==> config.mk <==
export PLATFORM = sky130hd
export DESIGN_NAME = button_conditioner
export DESIGN_NICKNAME = d
export VERILOG_FILES = /design/src/rtl/board_pkg.sv /design/src/rtl/debounce_channel.sv /design/src/rtl/button_conditioner.sv
export SDC_FILE = /design/constraint.sdc
export NUM_CORES = 1
export LEC_CHECK = 0
export CORE_MARGIN = 2
export CORE_UTILIZATION = 45
export DETAILED_ROUTE_END_ITERATION = 8
export PLACE_DENSITY_LB_ADDON = 0.15
export SLEW_MARGIN = 20
export SYNTH_ARGS = -nofsm -noshare
export SYNTH_HDL_FRONTEND = slang
export SYNTH_HIERARCHICAL = 1
export SYNTH_SLANG_ARGS = --single-unit
==> constraint.sdc <==
create_clock -name clk_27M -period 4.4 [get_ports clk_27M]
set_clock_uncertainty 0.2 [all_clocks]
set_input_delay 0.88 -clock clk_27M [delete_from_list [all_inputs] [get_ports clk_27M]]
set_output_delay 0.88 -clock clk_27M [all_outputs]
set_load 0.1 [all_outputs]
==> src/rtl/board_pkg.sv <==
// Board-wide constants shared by the physical top and the game logic.
package board_pkg;

    localparam int unsigned CLK_HZ          = 27_000_000;
    localparam int unsigned BUTTON_COUNT    = 5;
    localparam int unsigned DEBOUNCE_MS     = 10;
    localparam int unsigned DEBOUNCE_CYCLES = CLK_HZ / 1000 * DEBOUNCE_MS;

endpackage

==> src/rtl/debounce_channel.sv <==
// One button channel: two-flop synchroniser, stability counter, accepted level
// and one-cycle press/release pulses.
module debounce_channel #(
    parameter int unsigned DEBOUNCE_CYCLES = 270000
) (
    input  logic clk_27M,
    input  logic rst,
    input  logic raw,
    output logic level,
    output logic pressed,
    output logic released
);

    localparam int unsigned      CNT_W    = $clog2(DEBOUNCE_CYCLES);
    localparam logic [CNT_W-1:0] CNT_LAST = CNT_W'(DEBOUNCE_CYCLES - 1);

    logic             sync0;
    logic             sync1;
    logic [CNT_W-1:0] cnt;

    always_ff @(posedge clk_27M) begin
        if (rst) begin
            sync0    <= 1'b0;
            sync1    <= 1'b0;
            level    <= 1'b0;
            cnt      <= '0;
            pressed  <= 1'b0;
            released <= 1'b0;
        end else begin
            sync0    <= raw;
            sync1    <= sync0;
            pressed  <= 1'b0;
            released <= 1'b0;
            // Any sample agreeing with the accepted level discards the run so far.
            if (sync1 == level) begin
                cnt <= '0;
            end else if (cnt == CNT_LAST) begin
                level    <= sync1;
                cnt      <= '0;
                pressed  <= sync1;
                released <= ~sync1;
            end else begin
                cnt <= cnt + CNT_W'(1);
            end
        end
    end

endmodule

==> src/rtl/button_conditioner.sv <==
// Synchronises and debounces the active-high button vector; every channel is
// an independent debounce_channel instance.
module button_conditioner
    import board_pkg::*;
#(
    parameter int unsigned WIDTH           = BUTTON_COUNT,
    parameter int unsigned DEBOUNCE_CYCLES = board_pkg::DEBOUNCE_CYCLES
) (
    input  logic             clk_27M,
    input  logic             rst,
    input  logic [WIDTH-1:0] buttons_raw,
    output logic [WIDTH-1:0] buttons_level,
    output logic [WIDTH-1:0] buttons_pressed,
    output logic [WIDTH-1:0] buttons_released
);

    for (genvar i = 0; i < WIDTH; i++) begin : g_chan
        debounce_channel #(
            .DEBOUNCE_CYCLES(DEBOUNCE_CYCLES)
        ) u_chan (
            .clk_27M (clk_27M),
            .rst     (rst),
            .raw     (buttons_raw[i]),
            .level   (buttons_level[i]),
            .pressed (buttons_pressed[i]),
            .released(buttons_released[i])
        );
    end

endmodule

==> flow_summary.json <==
{
  "outcome": "finished, final reports clean",
  "rsz0062_at_grt": "false",
  "core_area_um2": 11470,
  "drt-pass1-iter-count": 6,
  "maxCapViolations": 0,
  "synth_top_family_by_area": "simple AND/OR/NAND/NOR gates",
  "routabilityCongestion": 0.8160,
  "dieWidth_um": 112.8,
  "synth_cell_types": 39,
  "synth_nets": 592,
  "postCtsSetupBuffers": 0,
  "fill_cells": 1002,
  "die_height_um": 112.8,
  "synthFlopType": "dfxtp_1",
  "ir_worst_vdd_mv": 0.2423,
  "drt_iter0_markers": 175,
  "root_buffer": "clkbuf_16",
  "synth_edf_count": 0,
  "r2r_slack_ns": 2.10,
  "io_pins": 22,
  "critPathArrivalTime_ns": 1.98,
  "fin_crit_ns": 3.062,
  "grt_pass1_wl_um": 18060,
  "netlist.area_leader.share": 0.4511,
  "synth_area_um2": 5325,
  "yosys-mux-area-fraction": 0,
  "synth_area_leader_cell": "dfxtp_1",
  "cp_cell_sequence": "clkdlybuf4s50_1",
  "r2r-end": "g_chan[0].u_chan/cnt[17]",
  "grt_overflow": 0,
  "setup_viol": 0,
  "cts_buffer_depth": 2,
  "vias_per_cell": 5.432,
  "post-dp-hpwl_um": 7005,
  "synth-compound-area-share": 0.04605,
  "dpl-instance-area_um2": 5642,
  "clk_pin_slew_ns": 0.05,
  "worst_setup_path_end_kind": "output port",
  "area_growth_pct": 17.36,
  "rows": 39,
  "nets": 620,
  "synthSimpleGateAreaFrac": 0.3435,
  "syn_inst": 580,
  "antenna_found_initial": 0,
  "r2r_cells": 4,
  "grt_pass1_vias": 3893,
  "synth_fa_ha_area_frac": 0.01175,
  "timing.rr.start": "g_chan[0].u_chan/cnt[4]",
  "htree_levels": 4,
  "slowest_delay_ns": 1.17,
  "insertion_delay_ns": 0.42,
  "synth-seq-cells": 120,
  "cts_num_sinks": 120,
  "ctsResizeCount": 0,
  "period_share": 0.6958,
  "hold_path_class": "flop to flop",
  "crit_family": "buffers and inverters",
  "syn-mean-instance-area_um2": 9.181,
  "p_leak_nw": 1.890,
  "vias": 4150,
  "startpoint": "g_chan[2].u_chan/level",
  "final_max_slew_viol_count": 0,
  "post-route-util": 0.5450,
  "final_antenna_net_count": 0,
  "fin_area_um2": 6250,
  "cts_tree": "done",
  "critPathRequiredTime_ns": 3.32,
  "num_antenna_cells": 0,
  "grt_max_degree": 25,
  "start_kind": "flop",
  "async_reset_ff_frac": 0,
  "min_from": "g_chan[4].u_chan/sync0",
  "track_usage": 0.1747,
  "synth-seq-area-share": 0.4511,
  "hold_buffers": 0,
  "post-route-drc-count": 0,
  "die-area_um2": 12720,
  "p_per_area_nw_per_um2": 403.0,
  "synth.area.top_cells": "dfxtp_1 45%, xnor2_1 9.7%, nor2_1 5.9%, nand4_1 3.2%, nor3_1 2.6%",
  "stdcell_count": 764,
  "yosys_warnings": 6,
  "worst-path-buf-inv": 1,
  "wirelength_um": 10330,
  "holdPathEnd": "g_chan[4].u_chan/sync1",
  "min_path_cells": 1,
  "crit_slowest_cell": "clkdlybuf4s50_1",
  "yosysMostFrequentCell": "dfxtp_1",
  "synthTopCellsByCount": "120 x dfxtp_1, 83 x nor2_1, 59 x xnor2_1",
  "fmax_ghz": 0.3266,
  "hold_viol": 0,
  "wire_per_inst_um": 13.52,
  "path_max_fanout": 4,
  "drive_gt1_frac": 0.1143,
  "crit_type": "flop to output port",
  "tightest_slew_ns": 0.9849,
  "fin_tns_setup_ns": 0,
  "numCtsBuffers": 17,
  "dp.cells": 732,
  "synth-xor-area-share": 0.1234,
  "relSlewSlack": 0.3414,
  "start_util": 0.4644,
  "io_buffers": 21
}
routing by layer:
layer / up-vias / wire, um / GRT usage / part of all wire
met5: - / 0 / 0 / 0
met4: 0 / 85 / 0.06992 / 0.0082
met3: 6 / 431 / 0.05517 / 0.042
met2: 56 / 4694 / 0.2647 / 0.45
met1: 1968 / 5118 / 0.2322 / 0.50
li1: 2120 / - / - / -
logic make-up (layout without fill, tap and decap cells):
logic type,after synthesis,after routing
AO/OA/AOI/OAI,40,40
XOR/XNOR,75,75
adder cells (fa/ha/maj),5,5
buffers and inverters,26,67
flip-flops,120,120
AND/OR/NAND/NOR,314,314
layout by cell type, fill, tap and decap left out, types with 2 or more instances in the layout:
master | netlist | final
nor2_2 | 10 | 10
and4_1 | 7 | 7
or4_4 | 5 | 5
nand4_4 | 5 | 5
nand2_1 | 29 | 29
bufinv_16 | 0 | 3
clkbuf_1 | 5 | 2
ha_1 | 5 | 5
xnor2_1 | 59 | 59
or3_2 | 4 | 4
dfxtp_1 | 120 | 120
clkbuf_16 | 0 | 17
o21ai_2 | 5 | 5
nor2b_1 | 10 | 10
nand2b_1 | 10 | 10
and2_1 | 2 | 2
o21ai_0 | 6 | 6
clkinv_2 | 0 | 6
or4_1 | 8 | 8
and3_1 | 13 | 13
o31ai_1 | 9 | 9
nor2_1 | 83 | 83
xor2_1 | 16 | 16
nand4_1 | 27 | 27
nor4b_1 | 5 | 5
nor3_1 | 28 | 28
nor4bb_1 | 4 | 4
inv_1 | 13 | 13
a21oi_1 | 19 | 19
or3_1 | 6 | 6
and4_2 | 4 | 4
nor4_1 | 22 | 22
nand3_1 | 24 | 24
nand3_2 | 4 | 4
clkbuf_8 | 0 | 4
clkdlybuf4s50_1 | 0 | 21
registers in the layout, indices dropped and copies added, names as in the netlist:
name / cells
g_chan.u_chan/sync0: 5
g_chan.u_chan/pressed: 5
g_chan.u_chan/level: 5
g_chan.u_chan/cnt: 95
g_chan.u_chan/sync1: 5
g_chan.u_chan/released: 5
how the worst max path moves through the flow:
stage	end	cells after the start	slack, ns
finish	buttons_level[2]	1	1.34
global route	buttons_level[2]	1	1.24
CTS	buttons_level[2]	1	1.31
detailed placement	g_chan[2].u_chan/cnt[17]	4	1.38
global placement	g_chan[2].u_chan/cnt[4]	4	1.45
floorplan	buttons_level[0]	0	2.37
per-stage QoR:
stage	total power [mW]	hold slack, ns	setup slack, ns
2_1_floorplan	1.132	0.2138	2.375
3_3_place_gp	1.144	0.2284	1.454
3_5_place_dp	1.145	0.2359	1.378
4_1_cts	2.559	0.2494	1.306
5_1_grt	2.614	0.2554	1.242
6_report	2.519	0.2439	1.338
worst reg2reg max path, stage by stage, from the launching register on:
cell	delay, ns
dfxtp_1	0.41
nand4_1	0.42
or4_4	0.64
or4_1	0.40
a21oi_1	0.14
area by class of cell:
class / instances / area, um^2 / share of cell area
clock buffers: 23 / 488.0 / 0.07808
clock inverters: 9 / 120.1 / 0.01922
inverters: 13 / 48.80 / 0.007808
multi-input cells: 434 / 2794 / 0.4470
flip-flops and latches: 120 / 2402 / 0.3844
well taps: 143 / 178.9 / 0.02863
repair buffers: 22 / 217.7 / 0.03483
power breakdown:
part | total, mW | switching [mW] | internal, mW
Sequential | 1.10 | 0.00306 | 1.09
Clock | 1.40 | 0.454 | 0.943
Combinational | 0.0249 | 0.0146 | 0.0102
Note: power is estimated with default switching activity, not from simulation.
